File: src/rtl/arbtst_client_n.sv
// arbtst_client_n: arbiter-test client for a shared-resource stress bench.
//
// Accepts an operand pair (din_valid/din_ready), requests the shared resource
// (req/gnt), streams the operands to it (sub_valid/aout/bout), samples the
// result (yin) LAT cycles later, optionally re-runs PASSES times with the
// result fed back as operand A, then returns the result (dout_valid/dout_ready).
//
// Ports:
//   clk          clock, all state on rising edge
//   reset        asynchronous active-low reset
//   din_valid    operand pair offered          din_ready   client accepts operands
//   ain, bin     operands A and B
//   req          request to arbiter            gnt         grant from arbiter
//   sub_valid    operand strobe to resource    aout, bout  operands to resource
//   yin          result from resource
//   dout_valid   result available              dout_ready  consumer accepts result
//   yout         result
//   timeout_err  one-cycle pulse on grant timeout
//
// All outputs are decoded from registered state only.
module arbtst_client_n #(
   parameter int unsigned WIDTH   = 4,
   parameter int unsigned PASSES  = 1,
   parameter int unsigned LAT     = 1,
   parameter int unsigned TIMEOUT = 15
) (
   input  logic             clk,
   input  logic             reset,
   input  logic             din_valid,
   output logic             din_ready,
   input  logic [WIDTH-1:0] ain,
   input  logic [WIDTH-1:0] bin,
   output logic             req,
   input  logic             gnt,
   output logic             sub_valid,
   output logic [WIDTH-1:0] aout,
   output logic [WIDTH-1:0] bout,
   input  logic [WIDTH-1:0] yin,
   output logic             dout_valid,
   input  logic             dout_ready,
   output logic [WIDTH-1:0] yout,
   output logic             timeout_err
);

   localparam int unsigned PW = $clog2(PASSES) + 1;
   localparam int unsigned WW = $clog2(TIMEOUT) + 1;
   localparam int unsigned LW = $clog2(LAT) + 1;

   localparam logic [PW-1:0] PASS_LAST = PW'(PASSES - 1);
   localparam logic [WW-1:0] WAIT_LAST = WW'(TIMEOUT - 1);
   // Only meaningful when LAT > 1; WAIT is never entered otherwise.
   localparam logic [LW-1:0] LAT_LAST  = (LAT > 1) ? LW'(LAT - 2) : '0;

   typedef enum logic [2:0] {
      StIdle    = 3'd0,
      StReq     = 3'd1,
      StBackoff = 3'd2,
      StWrite   = 3'd3,
      StWait    = 3'd4,
      StRead    = 3'd5,
      StOut     = 3'd6
   } state_e;

   state_e            state_q, state_d;
   logic [WIDTH-1:0]  areg_q, areg_d;
   logic [WIDTH-1:0]  breg_q, breg_d;
   logic [PW-1:0]     pass_q, pass_d;
   logic [WW-1:0]     wait_q, wait_d;
   logic [LW-1:0]     lat_q, lat_d;

   // State register
   always_ff @(posedge clk or negedge reset) begin
      if (!reset) begin
         state_q <= StIdle;
         areg_q  <= '0;
         breg_q  <= '0;
         pass_q  <= '0;
         wait_q  <= '0;
         lat_q   <= '0;
      end else begin
         state_q <= state_d;
         areg_q  <= areg_d;
         breg_q  <= breg_d;
         pass_q  <= pass_d;
         wait_q  <= wait_d;
         lat_q   <= lat_d;
      end
   end

   // Next-state logic
   always_comb begin
      state_d = state_q;
      areg_d  = areg_q;
      breg_d  = breg_q;
      pass_d  = pass_q;
      wait_d  = wait_q;
      lat_d   = lat_q;
      case (state_q)
         StIdle: begin
            if (din_valid) begin
               areg_d  = ain;
               breg_d  = bin;
               pass_d  = '0;
               wait_d  = '0;
               state_d = StReq;
            end
         end
         StReq: begin
            // A grant in the final wait cycle beats the timeout.
            if (gnt) begin
               state_d = StWrite;
            end else if (wait_q == WAIT_LAST) begin
               state_d = StBackoff;
            end else begin
               wait_d = wait_q + 1'b1;
            end
         end
         StBackoff: begin
            wait_d  = '0;
            state_d = StReq;
         end
         StWrite: begin
            lat_d   = '0;
            state_d = (LAT > 1) ? StWait : StRead;
         end
         StWait: begin
            if (lat_q == LAT_LAST) begin
               state_d = StRead;
            end else begin
               lat_d = lat_q + 1'b1;
            end
         end
         StRead: begin
            // Result becomes operand A of the next pass; grant is held throughout.
            areg_d = yin;
            if (pass_q == PASS_LAST) begin
               state_d = StOut;
            end else begin
               pass_d  = pass_q + 1'b1;
               state_d = StWrite;
            end
         end
         StOut: begin
            if (dout_ready) begin
               state_d = StIdle;
            end
         end
         default: state_d = StIdle;
      endcase
   end

   // Output decode
   always_comb begin
      din_ready   = 1'b0;
      req         = 1'b0;
      sub_valid   = 1'b0;
      aout        = '0;
      bout        = '0;
      dout_valid  = 1'b0;
      yout        = '0;
      timeout_err = 1'b0;
      case (state_q)
         StIdle:    din_ready = 1'b1;
         StReq:     req = 1'b1;
         StBackoff: timeout_err = 1'b1;
         StWrite: begin
            req       = 1'b1;
            sub_valid = 1'b1;
            aout      = areg_q;
            bout      = breg_q;
         end
         StWait:    req = 1'b1;
         StRead:    req = 1'b1;
         StOut: begin
            dout_valid = 1'b1;
            yout       = areg_q;
         end
         default: ;
      endcase
   end

endmodule

File: config.mk
export PLATFORM = sky130hd
export DESIGN_NAME = arbtst_client_n
export DESIGN_NICKNAME = d
export VERILOG_FILES = /design/src/rtl/arbtst_client_n.sv
export SDC_FILE = /design/constraint.sdc
export NUM_CORES = 1
export LEC_CHECK = 0
export CORE_MARGIN = 2
export CORE_UTILIZATION = 47
export DETAILED_ROUTE_END_ITERATION = 8
export HOLD_SLACK_MARGIN = 0.06
export MAX_ROUTING_LAYER = met4
export PLACE_DENSITY = 0.83
export REMOVE_ABC_BUFFERS = 1
export SYNTH_ARGS = -nofsm -noshare
export SYNTH_HDL_FRONTEND = slang
export SYNTH_SLANG_ARGS = --single-unit
File: constraint.sdc
create_clock -name clk -period 2.8 [get_ports clk]
set_input_delay 0.42 -clock clk [delete_from_list [all_inputs] [get_ports clk]]
set_output_delay 0.42 -clock clk [all_outputs]
set_load 0.01 [all_outputs]
==> results of run 1 <==
## area by class of cell
type / instances / area (um2)
fill: 136 / 631.9
multi-input combinational: 69 / 494.2
sequential: 16 / 400.4
timing repair buffer: 33 / 330.3
clock buffer: 4 / 36.28
tap: 27 / 33.78
inverter: 4 / 15.01
## cell usage after synthesis, drive strengths merged
cell type	instances	area, um2
dfrtp	16	400.4
and2	12	75.07
nor2	10	37.54
mux2i	7	70.07
a21oi	6	30.03
o21ai	6	30.03
buf	5	50.04
inv	4	15.01
mux2	4	45.04
nand2	3	11.26
or2	3	18.77
a21o	2	15.01
ha	2	25.02
nand3	2	10.01
nor4b	2	47.55
a31oi	1	6.260
and3	1	6.260
nand2b	1	6.260
nand3b	1	7.510
nand4	1	6.260
nand4b	1	8.760
nor3b	1	12.51
o211ai	1	7.510
o2bb2ai	1	8.760
o32ai	1	8.760
## report_power, final
group | switching [W] | leakage [nW] | total, W | internal, W
sequential | 0.000121 | 0.195 | 0.000451 | 0.000329
combinational | 0.000246 | 0.348 | 0.000563 | 0.000318
clock | 0.0000748 | 0.0210 | 0.000154 | 0.0000791
## flip-flops by register name, indices dropped and copies added (netlist names)
name and flops:
wait_q 5, breg_q 4, state_q 3, areg_q 4
## path summary, 6_finish.rpt
path | from | cells after the start | slack, ns | endpoint
setup / recovery | state_q[2]$_DFFE_PN0P_ | 4 | 0.25 | yout[1]
hold / removal | breg_q[3]$_DFFE_PN0P_ | 1 | 0.51 | breg_q[3]$_DFFE_PN0P_
setup reg to reg | state_q[1]$_DFFE_PN0P_ | 2 | 1.07 | breg_q[2]$_DFFE_PN0P_
hold reg to reg | breg_q[3]$_DFFE_PN0P_ | 1 | 0.51 | breg_q[3]$_DFFE_PN0P_
max in group asynchronous | reset | 1 | 1.79 | wait_q[0]$_DFFE_PN0P_
min in group asynchronous | reset | 1 | 0.55 | wait_q[3]$_DFFE_PN0P_
## through the flow
stage	utilization	area (um2)
3_3_place_gp	0.6559	1274
2_1_floorplan	-	909.6
5_1_grt	0.6746	1310
4_1_cts	0.6746	1310
3_5_place_dp	0.6559	1274
6_report	0.6746	1310
## metal layers
layer	vias to the layer above	share of wire
met5	-	0
met4	0	0
met3	0	0.076
met2	29	0.48
met1	381	0.45
li1	390	-
## kinds of logic (layout without fill, tap and decap cells)
group	Yosys count	after routing	synth area share
fa+ha+maj	2	2	0.02607
mux	11	11	0.1199
flops	16	16	0.4172
compound gates	18	18	0.1108
buf+inv	9	41	0.06778
simple gates	38	38	0.2582
==> impl_metrics.tcl, run 1 <==
set metrics [dict create \
    place_ws_ns 0.5858 \
    numCtsBuffers 3 \
    vias 800 \
    cts_resized 0 \
    max_freq_mhz 392.1 \
    timing.hold.ws_ns 0.5127 \
    core_area_um2 1942 \
    max_stage_delay_ns 0.56 \
    worst-path-max-fanout 8 \
    worstPathBufferInverterCount 2 \
    wl_per_cell_um 13.40 \
    grt_busiest_layer "met2" \
    crit_chain "inv_1, nor3b_2, and2_1, clkdlybuf4s50_1" \
    p_per_area_nw_per_um2 891.6 \
    initial_core_util 0.4942 \
    maxSlewViolCount 0 \
    worst_setup_path_start_kind "register" \
    port_buffers 33 \
    maxCapViolCount 0 \
    synthToLayoutAreaGrowth_pct 36.51 \
    grt_pass1_vias 767 \
    wl_um 2050 \
    drt-initial-drc-count 13 \
    crit_family "buffers and inverters" \
    ys_warn_count 0 \
    place_inst 149 \
    p_leak_nw 0.5643 \
    peakVddDrop_v 0.0005416 \
    met1_usage 0.2264 \
    worstMarginPinSlew_ns 0.7175 \
    cts_setup_buffers 0 \
    via_per_inst 5.229 \
    ant_nets 0 \
    syn_area_per_cell_um2 10.21 \
    relSlewSlack 0.5202 \
    rows 16 \
    use_met2 0.2950 \
    hpwl_um 1457 \
    die_y_um 49.19 \
    clock_latency_ns 0.28 \
    diodes 0 \
    setup_viol 0 \
    final_common_cell "clkdlybuf4s50_1" \
    grt_max_degree 17 \
    syn-instance-count 94 \
    num_io_pins 34 \
    drc_errors 0 \
    outcome "finished clean" \
    power.total_w 0.001168 \
    hp-class "reg -> reg" \
    hold_buffers 0 \
    synth-seq-cells 16 \
    grt_pass1_wl_um 3360 \
    final_hold_viol_count 0 \
    final_cell_mix "33 x clkdlybuf4s50_1, 16 x dfrtp_1, 12 x and2_1" \
    rsz0062_at_grt "false" \
    gr-usage-all-layers 0.1841 \
    clkSinkCount 16 \
    overflow 0 \
    fin_cells 153 \
    skew_ns 0.001669 \
    min_period_ns 2.550 \
    cts_buffer_depth 2 \
    synth_cell_types 26 \
    cts_root_buf "clkbuf_4" \
    cts_htree_levels 1 \
    arrival_ns 2.13 \
    antenna_found_initial 0 \
    crit_required_ns 2.38 \
    cts_tree "yes" \
    grtUsageMet3 0.04908 \
    final_net_count 146 \
    firstDrtPassIters 4 \
    fin_crit_sh 0.9109 \
    place.gp.congestion 0.7910 \
    syn_area_um2 959.7 \
    dieArea_um2 2419 \
    drive_gt1_frac 0.1111 \
    setup_ws_ns 0.2496 \
    die_w_um 49.19 \
    clkTransAtPathRegs_ns 0.10 \
    endpoint_kind "primary output" \
    tns_ns 0 \
    slowest_stage "dfrtp_1" \
    criticalPathCategory "reg -> out" \
    seq_area_frac_synth 0.4172 \
]
Power figures use the tool's default switching activity.
==> run 2, diff against run 1 <==
--- a/config.mk
+++ b/config.mk
@@ -5,6 +5,7 @@
 export SDC_FILE = /design/constraint.sdc
 export NUM_CORES = 1
 export LEC_CHECK = 0
+export ABC_AREA = 1
 export CORE_MARGIN = 2
 export CORE_UTILIZATION = 47
 export DETAILED_ROUTE_END_ITERATION = 8
==> impl_metrics.tcl, run 2 <==
set metrics [dict create \
    reg.largest.list "wait_q (5), areg_q (4), breg_q (4)" \
    peakVddDrop_v 0.0004811 \
    cts_tree "yes" \
    hp-class "reg -> reg" \
    core_area_um2 1942 \
    fin_cells 204 \
    num_io_pins 34 \
    overflow 0 \
    cts_setup_buffers 0 \
    slowest_stage "clkdlybuf4s50_1" \
    placed_area_um2 1316 \
    ys_async_sr_fraction 1.000 \
    clkSinkCount 16 \
    firstDrtPassIters 6 \
    syn-instance-count 142 \
    arrival_ns 1.99 \
    synth_top_family_by_area "simple AND/OR/NAND/NOR gates" \
    cts_resized 0 \
    crit_required_ns 2.38 \
    die_y_um 49.19 \
    synth-compound-area-share 0.04954 \
    fin_crit_sh 0.8622 \
    r2r_slack_ns 1.41 \
    timing.hold.ws_ns 0.4975 \
    synthToLayoutAreaGrowth_pct 39.50 \
    worst_setup_path_start_kind "register" \
    numCtsBuffers 3 \
    initial_core_util 0.4942 \
    drt-initial-drc-count 23 \
    tns_ns 0 \
    power_switching_w 0.0004850 \
    stdcell_area_um2 1339 \
    diodes 0 \
    p_int_w 0.0006124 \
    ant_nets 0 \
    place_inst 201 \
    synth-simple-area-share 0.3768 \
    clock_latency_ns 0.28 \
    clkTransAtPathRegs_ns 0.09 \
    hold_buffers 0 \
    min_period_ns 2.414 \
    rows 16 \
    synth_top_cell_by_area "dfrtp_1" \
    synth_common_cells "40 x nand2_1, 26 x inv_1, 19 x nor2_1" \
    worst-path-max-fanout 9 \
    p_per_area_nw_per_um2 819.7 \
    final_cell_mix "40 x nand2_1, 33 x clkdlybuf4s50_1, 26 x inv_1" \
    gr-usage-all-layers 0.2023 \
    syn_area_per_cell_um2 6.758 \
    max_freq_mhz 414.2 \
    final_net_count 198 \
    cts_htree_levels 1 \
    synth-xor-area-share 0.009126 \
    criticalPathCategory "reg -> out" \
    max_flop_register "wait_q" \
    synth-seq-cells 16 \
    cts_buffer_depth 2 \
    drc_errors 0 \
    synthFlopType "dfrtp_1" \
    syn_area_um2 959.7 \
    seq_area_frac_synth 0.4172 \
    grt_pass1_wl_um 3753 \
    rsz0062_at_grt "false" \
    via_per_inst 4.770 \
    maxSlewViolCount 0 \
    ys_warn_count 0 \
    largest_reg_flops 5 \
    wl_per_cell_um 10.76 \
    grt_max_degree 17 \
    synth_top_area_frac 0.4172 \
    drive_gt1_frac 0.05085 \
    synthTopCellsByArea "dfrtp_1 42%, nand2_1 16%, inv_1 10%" \
    endpoint_kind "primary output" \
    p_comb_frac 0.535 \
    die_w_um 49.19 \
    antenna_found_initial 0 \
    crit_chain "inv_2, nor3_1, inv_2, nor2_1, clkdlybuf4s50_1" \
    synthMuxAreaShare 0 \
    relSlewSlack 0.5127 \
    outcome "finished clean" \
    max_stage_delay_ns 0.55 \
    cts_root_buf "clkbuf_4" \
    crit_path_frequent_cell "inv_2" \
    clock_power_share 0.107 \
    switching_share 0.4420 \
    wl_um 2196 \
    synth_edf_count 0 \
    p_leak_nw 0.6715 \
    hpwl_um 1791 \
    skew_ns 0.006066 \
    port_buffers 33 \
    yosys.cell_count.top_type "nand2_1" \
    final_hold_viol_count 0 \
    synth_cell_types 19 \
    vias 973 \
    dieArea_um2 2419 \
    maxCapViolCount 0 \
    power_frac_seq 0.358 \
    synthAdderAreaFrac 0.02608 \
    worstMarginPinSlew_ns 0.7287 \
    setup_viol 0 \
    place.gp.congestion 0.8461 \
    final_common_cell "nand2_1" \
    grt_pass1_vias 937 \
]
run 2: worst paths after layout:
| check | start | to | cells past startpoint |
|---|---|---|---|
| setup / recovery | state_q[1]$_DFFE_PN0P_ | aout[1] | 5 |
| hold / removal | areg_q[0]$_DFFE_PN0P_ | areg_q[0]$_DFFE_PN0P_ | 2 |
| setup reg to reg | state_q[2]$_DFFE_PN0P_ | areg_q[2]$_DFFE_PN0P_ | 5 |
| hold reg to reg | areg_q[0]$_DFFE_PN0P_ | areg_q[0]$_DFFE_PN0P_ | 2 |
| max in group asynchronous | reset | breg_q[1]$_DFFE_PN0P_ | 1 |
| min in group asynchronous | reset | areg_q[1]$_DFFE_PN0P_ | 1 |
run 2: critical path, delay by kind of cell (launching register included):
| family | cells | cell delay (ns) |
|---|---|---|
| simple gates | 2 | 0.47 |
| buf+inv | 3 | 0.82 |
| flops | 1 | 0.44 |
run 2: final cells by class:
type / instances / area [um2]
Inverter: 29 / 108.9
Clock buffer: 3 / 22.52
Tap cell: 27 / 33.78
Fill cell: 167 / 603.1
Multi-Input combinational cell: 96 / 442.9
Timing Repair Buffer: 33 / 330.3
Sequential cell: 16 / 400.4
run 2: cells by family after synthesis:
logic type,after synthesis
fa+ha+maj,2
compound gates,9
buf+inv,30
flops,16
simple gates,84
xor+xnor,1
run 2: layer usage:
layer  track usage  up-vias  wire length [um]
met2        0.3626       22              1155
li1              -      504                 -
met1        0.2386      447               962
met3       0.03067        0                78
met4       0.04286        0                 0
met5             -        -                 0
run 2: through the flow:
stage / power (W) / util / setup slack [ns]
finish: 0.001097 / 0.6894 / 0.3859
global placement: 0.0009634 / 0.6778 / 0.8168
detailed placement: 0.0009891 / 0.6778 / 0.6967
floorplan: 0.0007545 / - / 1.159
CTS: 0.001110 / 0.6894 / 0.3827
global route: 0.001201 / 0.6894 / 0.2054
run 2: power groups by stage:
stage          Sequential (W)  Clock (W)  Combinational (W)
3_3_place_gp         0.000394          0           0.000570
4_1_cts              0.000392   0.000122           0.000595
3_5_place_dp         0.000397          0           0.000592
2_1_floorplan        0.000381          0           0.000374
5_1_grt              0.000404   0.000133           0.000664
6_report             0.000393   0.000117           0.000587
==> run 3, diff against run 2 <==
--- a/config.mk
+++ b/config.mk
@@ -12,7 +12,6 @@
 export HOLD_SLACK_MARGIN = 0.06
 export MAX_ROUTING_LAYER = met4
 export PLACE_DENSITY = 0.83
-export REMOVE_ABC_BUFFERS = 1
 export SYNTH_ARGS = -nofsm -noshare
 export SYNTH_HDL_FRONTEND = slang
 export SYNTH_SLANG_ARGS = --single-unit
==> impl_metrics.tcl, run 3 (synthesis results as in run 2) <==
set metrics [dict create \
    outcome "finished clean" \
    rr_worst_depth 10 \
    endpoint_kind "primary output" \
    wl_per_cell_um 11.04 \
    postSynthNetCount 161 \
    maxCapViolCount 0 \
    grt_max_degree 17 \
    port_buffers 33 \
    cts_resized 0 \
    final_common_cell "nand2_1" \
    final_net_count 198 \
    grt_pass1_wl_um 3815 \
    core_area_um2 1942 \
    num_io_pins 34 \
    peakVddDrop_v 0.0006241 \
    firstDrtPassIters 4 \
    max_flop_register "wait_q" \
    overflow 0 \
    setup_viol 0 \
    p_per_area_nw_per_um2 844.3 \
    worstMarginPinSlew_ns 0.7095 \
    criticalPathCategory "reg -> out" \
    cts_setup_buffers 0 \
    gr-usage-all-layers 0.2091 \
    clkSinkCount 16 \
    diodes 0 \
    max_freq_mhz 420.9 \
    cts_htree_levels 1 \
    hpwl_um 1835 \
    synthToLayoutAreaGrowth_pct 40.94 \
    clkTransAtPathRegs_ns 0.09 \
    vias 971 \
    relSlewSlack 0.5255 \
    reg.largest.list "wait_q (5), areg_q (4), breg_q (4)" \
    ant_nets 0 \
    initial_core_util 0.4942 \
    cts_buffer_depth 2 \
    r2r_slack_ns 1.38 \
    antenna_found_initial 0 \
    dieArea_um2 2419 \
    die_y_um 49.19 \
    numCtsBuffers 3 \
    cts_root_buf "clkbuf_4" \
    final_hold_viol_count 0 \
    p_leak_nw 0.6787 \
    grt_pass1_vias 919 \
    min_period_ns 2.376 \
    final.fill_count 179 \
    worst_setup_path_start_kind "register" \
    largest_reg_flops 5 \
    drive_gt1_frac 0.05618 \
    drc_errors 0 \
    via_per_inst 4.737 \
    arrival_ns 1.96 \
    final_cell_mix "40 x nand2_1, 33 x clkdlybuf4s50_1, 26 x inv_1" \
    rows 16 \
    place.gp.congestion 0.8780 \
    fin_cells 205 \
    skew_ns 0.003469 \
    wl_um 2263 \
    clock_latency_ns 0.29 \
    drt-initial-drc-count 19 \
    worst-path-max-fanout 9 \
    die_w_um 49.19 \
    rsz0062_at_grt "false" \
    place_inst 201 \
    fin_crit_sh 0.8485 \
    hold_path_depth 2 \
    tns_ns 0 \
    cts_tree "yes" \
    crit_required_ns 2.38 \
    maxSlewViolCount 0 \
    hp-class "reg -> reg" \
    hold_buffers 0 \
]
-- run 3: cell types whose count changed in the layout (fill, tap and decap cells not counted), sizes merged --
cell    change
clkbuf      +1
-- run 3: metal layers --
layer  GRT usage  routed length, um  up-vias  share of wire
met5           -                  0        -              0
met4     0.05238                 25        0          0.011
met3     0.04908                 92        4          0.041
met2      0.3784               1190       29           0.53
met1      0.2288                954      432           0.42
li1            -                  -      506              -
-- run 3: area by class of cell --
| class | instances | area, um2 | share of cell area |
|---|---|---|---|
| Inverter | 29 | 108.9 | 0.08048 |
| Timing Repair Buffer | 33 | 330.3 | 0.2442 |
| Tap cell | 27 | 33.78 | 0.02498 |
| Multi-Input combinational cell | 96 | 442.9 | 0.3275 |
| Sequential cell | 16 | 400.4 | 0.2960 |
| Clock buffer | 4 | 36.28 | 0.02683 |
-- run 3: final timing paths --
path	from	to
hold reg to reg	areg_q[1]$_DFFE_PN0P_	areg_q[1]$_DFFE_PN0P_
min in group asynchronous	reset	wait_q[1]$_DFFE_PN0P_
setup / recovery	state_q[1]$_DFFE_PN0P_	bout[1]
hold / removal	areg_q[1]$_DFFE_PN0P_	areg_q[1]$_DFFE_PN0P_
setup reg to reg	wait_q[0]$_DFFE_PN0P_	wait_q[0]$_DFFE_PN0P_
max in group asynchronous	reset	state_q[2]$_DFFE_PN0P_
-- run 3: per-stage QoR --
step	instance area (um2)	hold slack (ns)	power (W)	util	worst slack, ns
2_1_floorplan	959.7	0.1244	0.0007599	-	1.159
3_3_place_gp	1316	0.4692	0.0009647	0.6778	0.8118
3_5_place_dp	1316	0.4840	0.0009937	0.6778	0.7449
4_1_cts	1353	0.5075	0.001151	0.6965	0.4070
5_1_grt	1353	0.5444	0.001252	0.6965	0.2270
6_report	1353	0.5115	0.001142	0.6965	0.4241
-- run 3: power by group --
group | total, W | internal (W) | switching [W]
clock | 0.000154 | 0.0000792 | 0.0000750
combinational | 0.000589 | 0.000241 | 0.000347
sequential | 0.000399 | 0.000322 | 0.0000774
total | 0.00114 | 0.000642 | 0.000500
-- run 3: worst max-delay path: stages (launching register included) --
cell	delay [ns]
dfrtp_1	0.47
inv_2	0.12
nor3_1	0.28
inv_2	0.14
nor2_1	0.12
clkdlybuf4s50_1	0.54
